**src/rtl/ctrino_pkg.sv**
```systemverilog
// Shared definitions for the instruction front-end: FSM state encoding,
// opcode field position and the halt opcode.
package ctrino_pkg;

    typedef enum logic [2:0] {
        FETCH  = 3'd0,
        DECODE = 3'd1,
        ISSUE  = 3'd2,
        EXEC   = 3'd3,
        HALT   = 3'd4,
        FAULT  = 3'd5
    } dispatch_state_t;

    localparam logic [5:0] OPCODE_HALT = 6'h3F;
    localparam int         OPCODE_MSB  = 31;
    localparam int         OPCODE_LSB  = 26;
    localparam int         INSTR_BYTES = 4;

    // Opcode field of an instruction word
    function automatic logic [5:0] opcode_of(input logic [31:0] word);
        return word[OPCODE_MSB:OPCODE_LSB];
    endfunction

endpackage

```
**src/rtl/instr_dispatch_if.sv**
```systemverilog
// Bundle of the instruction-memory bus, microcode handshake and status
// signals of the dispatcher. master = dispatcher side, slave = environment.
interface instr_dispatch_if #(
    parameter int ADDR_WIDTH = 32
) ();
    // instruction memory
    logic                  imem_req;
    logic [ADDR_WIDTH-1:0] imem_addr;
    logic                  imem_ack;
    logic [31:0]           imem_rdata;
    // microcode handshake and datapath fields
    logic [31:0]           instr;
    logic [5:0]            opcode;
    logic                  sos;
    logic                  eos;
    logic                  pc_load;
    logic [ADDR_WIDTH-1:0] pc_load_addr;
    // status
    logic [ADDR_WIDTH-1:0] pc;
    logic                  halted;
    logic                  fault;
    logic [31:0]           retired;

    modport master (
        output imem_req, imem_addr, instr, opcode, sos, pc, halted, fault, retired,
        input  imem_ack, imem_rdata, eos, pc_load, pc_load_addr
    );

    modport slave (
        input  imem_req, imem_addr, instr, opcode, sos, pc, halted, fault, retired,
        output imem_ack, imem_rdata, eos, pc_load, pc_load_addr
    );
endinterface

```
**src/rtl/instr_dispatch_wdog.sv**
```systemverilog
// Watchdog for the EXEC phase: loadable down-counter that flags the cycle in
// which the WDOG_CYCLES-th consecutive run cycle is reached. WDOG_CYCLES = 0
// disables the flag entirely.
module dispatch_wdog #(
    parameter int WDOG_CYCLES = 1024
) (
    input  logic clk,
    input  logic rst,
    input  logic load_i,
    input  logic run_i,
    output logic expired_o
);
    localparam int                CNT_W    = (WDOG_CYCLES == 0) ? 1 : $clog2(WDOG_CYCLES + 1);
    localparam logic [CNT_W-1:0]  LOAD_VAL = CNT_W'(WDOG_CYCLES);

    logic [CNT_W-1:0] cnt_q;
    logic [CNT_W-1:0] cnt_d;

    // Reload on segment start, count down while the segment runs
    always_comb begin
        cnt_d = cnt_q;
        if (load_i) begin
            cnt_d = LOAD_VAL;
        end else if (run_i && (cnt_q != '0)) begin
            cnt_d = cnt_q - 1'b1;
        end
    end

    // Counter register
    always_ff @(posedge clk or posedge rst) begin
        if (rst) begin
            cnt_q <= '0;
        end else begin
            cnt_q <= cnt_d;
        end
    end

    // The counter holds 1 during the last allowed run cycle
    generate
        if (WDOG_CYCLES == 0) begin : g_disabled
            assign expired_o = 1'b0;
        end else begin : g_enabled
            assign expired_o = run_i && (cnt_q == CNT_W'(1));
        end
    endgenerate

endmodule

```
**src/rtl/instr_dispatch.sv**
```systemverilog
// Instruction front-end sequencer: fetch, decode the opcode, start a
// microcode segment and wait for its end, then advance or branch the PC.
module instr_dispatch
    import ctrino_pkg::*;
#(
    parameter int                    ADDR_WIDTH  = 32,
    parameter logic [ADDR_WIDTH-1:0] RESET_PC    = '0,
    parameter int                    WDOG_CYCLES = 1024
) (
    input  logic              clk,
    input  logic              rst,
    instr_dispatch_if.master  bus
);

    dispatch_state_t        state_q;
    dispatch_state_t        state_d;

    logic                   imem_req_q;
    logic                   sos_q;
    logic                   halted_q;
    logic                   fault_q;
    logic [31:0]            instr_q;
    logic [ADDR_WIDTH-1:0]  pc_q;
    logic [31:0]            retired_q;
    logic                   pend_load_q;
    logic [ADDR_WIDTH-1:0]  pend_addr_q;
    logic                   wdog_expired;

    // Segment watchdog: armed in ISSUE, runs through EXEC
    dispatch_wdog #(
        .WDOG_CYCLES (WDOG_CYCLES)
    ) u_wdog (
        .clk       (clk),
        .rst       (rst),
        .load_i    (state_q == ISSUE),
        .run_i     (state_q == EXEC),
        .expired_o (wdog_expired)
    );

    // State register
    always_ff @(posedge clk or posedge rst) begin
        if (rst) begin
            state_q <= FETCH;
        end else begin
            state_q <= state_d;
        end
    end

    // Next-state logic; eos wins over a same-cycle watchdog expiry
    always_comb begin
        state_d = state_q;
        case (state_q)
            FETCH:   if (bus.imem_ack) state_d = DECODE;
            DECODE:  state_d = (opcode_of(instr_q) == OPCODE_HALT) ? HALT : ISSUE;
            ISSUE:   state_d = EXEC;
            EXEC: begin
                if (bus.eos) begin
                    state_d = FETCH;
                end else if (wdog_expired) begin
                    state_d = FAULT;
                end
            end
            HALT:    state_d = HALT;
            FAULT:   state_d = FAULT;
            default: state_d = FETCH;
        endcase
    end

    // Registered outputs and datapath: PC, pending branch, instruction latch, retire count
    always_ff @(posedge clk or posedge rst) begin
        if (rst) begin
            imem_req_q  <= 1'b0;
            sos_q       <= 1'b0;
            halted_q    <= 1'b0;
            fault_q     <= 1'b0;
            instr_q     <= '0;
            pc_q        <= RESET_PC;
            retired_q   <= '0;
            pend_load_q <= 1'b0;
            pend_addr_q <= '0;
        end else begin
            imem_req_q <= (state_d == FETCH);
            sos_q      <= (state_d == ISSUE);
            halted_q   <= (state_d == HALT);
            fault_q    <= (state_d == FAULT);

            if ((state_q == FETCH) && bus.imem_ack) begin
                instr_q <= bus.imem_rdata;
            end

            if (state_q == ISSUE) begin
                pend_load_q <= 1'b0;
            end

            if (state_q == EXEC) begin
                if (bus.pc_load) begin
                    pend_load_q <= 1'b1;
                    pend_addr_q <= bus.pc_load_addr;
                end
                if (bus.eos) begin
                    // A branch arriving together with eos still takes effect
                    if (bus.pc_load) begin
                        pc_q <= bus.pc_load_addr;
                    end else if (pend_load_q) begin
                        pc_q <= pend_addr_q;
                    end else begin
                        pc_q <= pc_q + ADDR_WIDTH'(INSTR_BYTES);
                    end
                    retired_q <= retired_q + 32'd1;
                end
            end
        end
    end

    assign bus.imem_req  = imem_req_q;
    assign bus.imem_addr = pc_q;
    assign bus.instr     = instr_q;
    assign bus.opcode    = opcode_of(instr_q);
    assign bus.sos       = sos_q;
    assign bus.pc        = pc_q;
    assign bus.halted    = halted_q;
    assign bus.fault     = fault_q;
    assign bus.retired   = retired_q;

endmodule

```
**src/flat_wrapper.sv**
```systemverilog
// flat-port wrapper written by rule: the top's interface ports become plain ports
module instr_dispatch_flat import ctrino_pkg::*;
#(
    parameter int                    ADDR_WIDTH  = 32,
    parameter logic [ADDR_WIDTH-1:0] RESET_PC    = '0,
    parameter int                    WDOG_CYCLES = 1024
)
  (clk, rst, bus_imem_req, bus_imem_addr, bus_instr, bus_opcode, bus_sos, bus_pc, bus_halted, bus_fault, bus_retired, bus_imem_ack, bus_imem_rdata, bus_eos, bus_pc_load, bus_pc_load_addr);
  instr_dispatch_if #(.ADDR_WIDTH(ADDR_WIDTH)) bus_i ();
  input  logic clk;
  input  logic rst;
  output wire logic [$bits(bus_i.imem_req)-1:0] bus_imem_req;
  output wire logic [$bits(bus_i.imem_addr)-1:0] bus_imem_addr;
  output wire logic [$bits(bus_i.instr)-1:0] bus_instr;
  output wire logic [$bits(bus_i.opcode)-1:0] bus_opcode;
  output wire logic [$bits(bus_i.sos)-1:0] bus_sos;
  output wire logic [$bits(bus_i.pc)-1:0] bus_pc;
  output wire logic [$bits(bus_i.halted)-1:0] bus_halted;
  output wire logic [$bits(bus_i.fault)-1:0] bus_fault;
  output wire logic [$bits(bus_i.retired)-1:0] bus_retired;
  input wire logic [$bits(bus_i.imem_ack)-1:0] bus_imem_ack;
  input wire logic [$bits(bus_i.imem_rdata)-1:0] bus_imem_rdata;
  input wire logic [$bits(bus_i.eos)-1:0] bus_eos;
  input wire logic [$bits(bus_i.pc_load)-1:0] bus_pc_load;
  input wire logic [$bits(bus_i.pc_load_addr)-1:0] bus_pc_load_addr;
  assign bus_imem_req = bus_i.imem_req;
  assign bus_imem_addr = bus_i.imem_addr;
  assign bus_instr = bus_i.instr;
  assign bus_opcode = bus_i.opcode;
  assign bus_sos = bus_i.sos;
  assign bus_pc = bus_i.pc;
  assign bus_halted = bus_i.halted;
  assign bus_fault = bus_i.fault;
  assign bus_retired = bus_i.retired;
  assign bus_i.imem_ack = bus_imem_ack;
  assign bus_i.imem_rdata = bus_imem_rdata;
  assign bus_i.eos = bus_eos;
  assign bus_i.pc_load = bus_pc_load;
  assign bus_i.pc_load_addr = bus_pc_load_addr;
  instr_dispatch #(.ADDR_WIDTH(ADDR_WIDTH), .RESET_PC(RESET_PC), .WDOG_CYCLES(WDOG_CYCLES)) u_core (.clk(clk), .rst(rst), .bus(bus_i));
endmodule
```
**config.mk**
```make
export PLATFORM = sky130hd
export DESIGN_NAME = instr_dispatch_flat
export DESIGN_NICKNAME = d
export VERILOG_FILES = /design/src/rtl/ctrino_pkg.sv /design/src/rtl/instr_dispatch_if.sv /design/src/rtl/instr_dispatch_wdog.sv /design/src/rtl/instr_dispatch.sv /design/src/flat_wrapper.sv
export SDC_FILE = /design/constraint.sdc
export NUM_CORES = 1
export LEC_CHECK = 0
export ABC_AREA = 1
export BUFFER_PORTS_ARGS = -buffer_cell sky130_fd_sc_hd__buf_2
export CELL_PAD_IN_SITES_DETAIL_PLACEMENT = 1
export CELL_PAD_IN_SITES_GLOBAL_PLACEMENT = 1
export CORE_AREA = 2 2 144 146
export DETAILED_ROUTE_END_ITERATION = 12
export DIE_AREA = 0 0 146 148
export PLACE_DENSITY = 0.89
export SLEW_MARGIN = 10
export SYNTH_ARGS = -nofsm -noshare
export SYNTH_HDL_FRONTEND = slang
export SYNTH_SLANG_ARGS = --single-unit
```
**constraint.sdc**
```tcl
create_clock -name clk -period 13.1 [get_ports clk]
set_clock_uncertainty 0.15 [all_clocks]
set_input_delay 1.965 -clock clk [delete_from_list [all_inputs] [get_ports clk]]
set_output_delay 1.965 -clock clk [all_outputs]
set_load 0.02 [all_outputs]
```
### Yosys cells after proc, flatten, opt, wreduce, memory -nomap -nowiden

Index checks and enable logic that the tools add are counted.

| cells by class | value |
|---|---|
| add/sub/neg operators | 3 |
| $mul | 0 |
| divide/modulo/power cells | 0 |
| order comparisons | 0 |
| equal/unequal tests | 10 |
| shift-type cells | 0 |
| muxes and demuxes | 12 |
| bitwise gates (word level) | 0 |
| reduce and logical (&&, ||, !) cells | 9 |

Operators by type and width:

| operator | count |
|---|---|
| $mux 32 | 2 |
| $add 32x1->32 const B | 1 |
| $add 32x3->32 const B | 1 |
| $mux 11 | 2 |
| $pmux 3 s6 | 1 |
| $eq 3x3->1 const B | 4 |
| $mux 3 | 4 |
| $eq 11x1->1 const B | 1 |
| $reduce_bool 11->1 | 1 |
| $sub 11x1->11 const B | 1 |
| $eq 3x2->1 const B | 3 |
| $eq 6x6->1 const B | 1 |
| $logic_not 3->1 | 2 |
| $reduce_and 2->1 | 2 |
| $eq 3x1->1 const B | 1 |
| $logic_and 1x1->1 | 3 |
| $mux 1 | 3 |
| $reduce_bool 2->1 | 1 |

| word-level totals | value |
|---|---|
| register bits | 147 |
| latch bits | 0 |
| RAM bits | 0 |
| ROM bits | 0 |
| bits of input ports | 69 |
| output and inout bits | 138 |
| logic and storage cells | 45 |
| memories | 0 |

### Longest topological paths before layout

| logic depth | value |
|---|---|
| depth after elaboration | 6 |
| mapped depth | 10 |
| depth with buffers taken out | 10 |

### Hierarchy

Synthesis repeated with hierarchy kept, for this count alone.

| unflattened totals | value |
|---|---|
| cell total of the unflattened synthesis | 1137 |
| area total of the unflattened synthesis | 8304.2 um2 |

Modules (own cells, without submodules):

| module | times used | cells each | area each (um2) |
|---|---|---|---|
| instr_dispatch | 1 | 1041 | 7604.8 |
| dispatch_wdog | 1 | 96 | 699.4 |

### Worst setup path before layout

Ideal clock, no wire load.

| timing path | value |
|---|---|
| path kind | input-to-reg |
| start | input bus_pc_load |
| end | register u_core.pc_q[3], in the netlist u_core.bus.imem_addr[3] |
| library setup time | 129 ps |
| arrival | 2795 ps |
| path slack | 10026 ps |
| cell stages on the path | 7 |
| path buffers | 2 |
| cell sequence | buf_2 nor2_1 inv_1 clkbuf_1 nor2_1 a221oi_1 o21ai_0 |

| on the way | value |
|---|---|
| longest elaborated chain between the ends | 1 |

RTL lines:

| what | line | text |
|---|---|---|
| start: declaration | flat_wrapper.sv:24 | `input wire logic [$bits(bus_i.pc_load)-1:0] bus_pc_load;` |
| $mux 32 | instr_dispatch.sv:102 | `if (bus.pc_load) begin` |
| end signal: assignment | instr_dispatch.sv:103 | `pc_q <= bus.pc_load_addr;` |
| end signal: assignment | instr_dispatch.sv:105 | `pc_q <= pend_addr_q;` |
| end signal: assignment | instr_dispatch.sv:107 | `pc_q <= pc_q + ADDR_WIDTH'(INSTR_BYTES);` |
| end: declaration | instr_dispatch.sv:23 | `logic [ADDR_WIDTH-1:0] pc_q;` |

Every way passes these cells.
A chain may end at the register's enable or synchronous reset.

### Final worst setup path

| timing path | value |
|---|---|
| start | input bus_pc_load |
| end | register u_core.pc_q[5], in the netlist u_core.bus.imem_addr[5] |

Same word-level chain as after synthesis.

==> implementation parameters <==
Parameter                              Value

Outcome
  Run status ... complete, no violations

Clocking
  Register clock-pin slew on the reported worst setup and hold paths ... 60 ps
  H-Tree Depth ... 4
  Post-CTS Hold Buffers ... 0
  Clock net sink count ... 147
  Clock insertion delay at the later pin of the skew report ... 430 ps
  Root buffer cell ... clkbuf_16
  Clock tree from TritonCTS ... yes
  PostCTS Resize Cnt ... 0
  Number of buffers inserted by post-CTS setup repair ... 0
  Buffer levels on the longest clock path ... 2
  Cts bufs inserted ... 17

Floorplanning
  Vertical die dimension ... 148 um
  Starting utilization of the core area ... 0.403
  Placeable core region ... 20000 sq um
  Count of boundary I/O pins ... 207
  Width of the chip ... 146 um
  Core Rows ... 52
  Area enclosed by the die boundary ... 21600 sq um

Power and ir drop
  Highest ir drop seen on vdd ... 0.000115 V
  Reg power frac ... 0.351
  Share of total power consumed by net switching ... 0.447
  Power density over the cells ... 233 nW/um^2
  Switching power total ... 1010 uW
  Fraction of power consumed by the clock network ... 0.231
  Internal cell power ... 1250 uW
  Combinational cell fraction of total power ... 0.418
  Leakage power ... 0.00515 uW

Place
  Final HPWL from detailed placement ... 18000 um
  Number of port buffers ... 206
  Final Wtd Congestion ... 0.841
  Pre-CTS setup slack ... 8780 ps

STA
  Number of pins with negative max-slew slack in the final report ... 0
  Count of final hold-check violations ... 0
  Fin crit period ... 3880 ps
  Max_slew headroom ... 0.327
  Final period utilization ... 0.296
  Top achievable clock speed ... 0.257 GHz
  Setup Total Neg Slack ... 0 ps
  Final setup violation count ... 0
  Unrepaired setup endpoints after global routing ... no
  Worst Slack Setup Final ... 9220 ps
  Pin slew with the least headroom to its limit ... 1010 ps
  Post-route worst hold slack ... 313 ps

Yosys
  Count of distinct cell types in the synthesized netlist ... 39
  Flop and latch count out of synthesis ... 147
  Cell area after technology mapping ... 8080 sq um
  Number of synthesized flops with an enable pin ... 0
  Top cells by area, synth ... dfrtp_1 46%, nand2_1 19%, inv_1 5.1%
  Most instantiated flip-flop cell in the synthesis netlist ... dfrtp_1
  Library cell occupying the most area in the post-synthesis netlist ... dfrtp_1
  Most frequent cells after synthesis ... 408 x nand2_1, 147 x dfrtp_1, 110 x inv_1
  Per-instance average area after synthesis ... 7.47 sq um
  Cells after synthesis ... 1082
  Syn Nets ... 1156
  Yosys synthesis warning count ... 0
  FFs w/ async S/R, synth ... 1.00
  Top-area cell type share of the netlist area ... 0.455
  Portion of the post-synthesis area used by sequential elements ... 0.455
  Most used standard cell by instance count after synthesis ... nand2_1

Drt
  Vias after detailed routing ... 7723
  Final routed wirelength across all metal layers ... 24700 um
  DR iter-0 viols ... 313
  Detailed-route DRC error count ... 0
  Antenna-violating nets left ... 0
  Detailed Routing Iterations Pass 1 ... 5
  Post-DR wirelength/cell ... 16.1 um
  Via density per instance ... 5.05

Hold path
  Type of the tightest min-delay check ... flop to flop

Cells and area
  Layout area overhead ... 20.0%
  Count of nets after finishing ... 1318
  Filler instances ... 2618
  Flip-flop and latch area ... 3680 sq um
  Fraction of final layout cells sized beyond drive strength 1 ... 0.222
  Area of the multi-input gates ... 3550 sq um

GRT
  Combined global-route utilization of all metal layers ... 0.232
  Number of global-route vias before repair ... 8024
  Initial antenna violation count ... 6
  Pin count of the biggest net entering global routing ... 93
  Global-route wire length before repair ... 40600 um
  Total congestion overflow ... 0

Critical path
  Worst setup SP type ... input port
  Crit path arrival time ... 4070 ps
  Critical Setup Path Class ... input port to flop
  Endpoint kind of the worst setup timing path ... flop
  Worst Path Max Fanout ... 35
  Data required time of the critical path ... 13290 ps

Run
  Number of max-cap violations ... 0
-- layout make-up --
class	instances	area share
multi-input cells	754	0.366
well taps	270	0.0348
repair buffers	210	0.109
flip-flops and latches	147	0.379
clock buffers	23	0.0523
diodes	4	0.00103
clock inverters	8	0.0126
inverters	114	0.0447
-- path summary, 6_finish.rpt --
check                                             from                 endpoint  slack [ps]  depth (start not counted)
worst max-delay path                       bus_pc_load  u_core.bus.imem_addr[5]        9220                          6
worst min-delay path            u_core.bus.retired[31]   u_core.bus.retired[31]         310                          1
worst max register to register       u_core.state_q[2]   u_core.bus.retired[28]       10710                          8
worst min register to register  u_core.bus.retired[31]   u_core.bus.retired[31]         310                          1
max in group asynchronous                          rst   u_core.pend_addr_q[23]        9930                          3
min in group asynchronous                          rst     u_core.bus.instr[14]        1560                          2
-- flip-flops by register name, indices dropped and copies added (netlist names), 3 cells and up --
register,flops
u_core.bus.imem_addr,32
u_core.bus.instr,32
u_core.bus.retired,32
u_core.pend_addr_q,32
u_core.u_wdog.cnt_q,11
u_core.state_q,3
-- per-stage QoR --
| step | cells | area [sq um] | power (uW) | utilization |
|---|---|---|---|---|
| after floorplan | 1082 | 8080 | 1470 | - |
| after global placement | 1495 | 9060 | 1690 | 0.452 |
| after detailed placement | 1495 | 9060 | 1740 | 0.452 |
| after CTS | 1526 | 9690 | 2280 | 0.484 |
| after global routing | 1528 | 9700 | 2420 | 0.484 |
| final | 1530 | 9700 | 2260 | 0.484 |
-- kinds of logic after synthesis --
kind of cell,share of synthesized area
AND/OR/NAND/NOR,0.319
buffers and inverters,0.106
flip-flops,0.455
AO/OA/AOI/OAI,0.0763
XOR/XNOR,0.0368
adder cells (fa/ha/maj),0.00774
-- cell usage in the layout (no fill, tap or decap), drive strengths merged, types with 3 or more instances in the layout --
| cell | n |
|---|---|
| nor2 | 111 |
| xnor2 | 9 |
| o31ai | 4 |
| or2 | 6 |
| inv | 113 |
| nand3b | 4 |
| xor2 | 25 |
| a21boi | 6 |
| o21ai | 43 |
| nand4 | 13 |
| clkbuf | 23 |
| nand3 | 51 |
| a22oi | 3 |
| a21oi | 19 |
| a221oi | 19 |
| clkinvlp | 3 |
| nor3 | 12 |
| nand2 | 417 |
| buf | 210 |
| bufinv | 3 |
| ha | 5 |
| clkinv | 3 |
| dfrtp | 147 |
| diode | 4 |
-- routing by layer --
layer,global-route usage,vias to the layer above,wire length [um]
li1,-,3687,-
met1,0.291,3794,10700
met2,0.402,202,12200
met3,0.0525,36,1340
met4,0.0718,4,451
met5,0,-,21
-- power groups by stage --
stage	clock, uW	sequential, uW	combinational [uW]
after global placement	0	788	903
after detailed placement	0	796	945
final	522	793	943
after global routing	548	815	1050
after floorplan	0	875	596
after CTS	534	792	954
-- worst max-delay path: stages --
cell	delay [ps]
buf_2	320
nor2_2	860
inv_1	360
nand2_2	310
a31oi_1	120
a21oi_1	120
(Power assumes the default switching activity.)
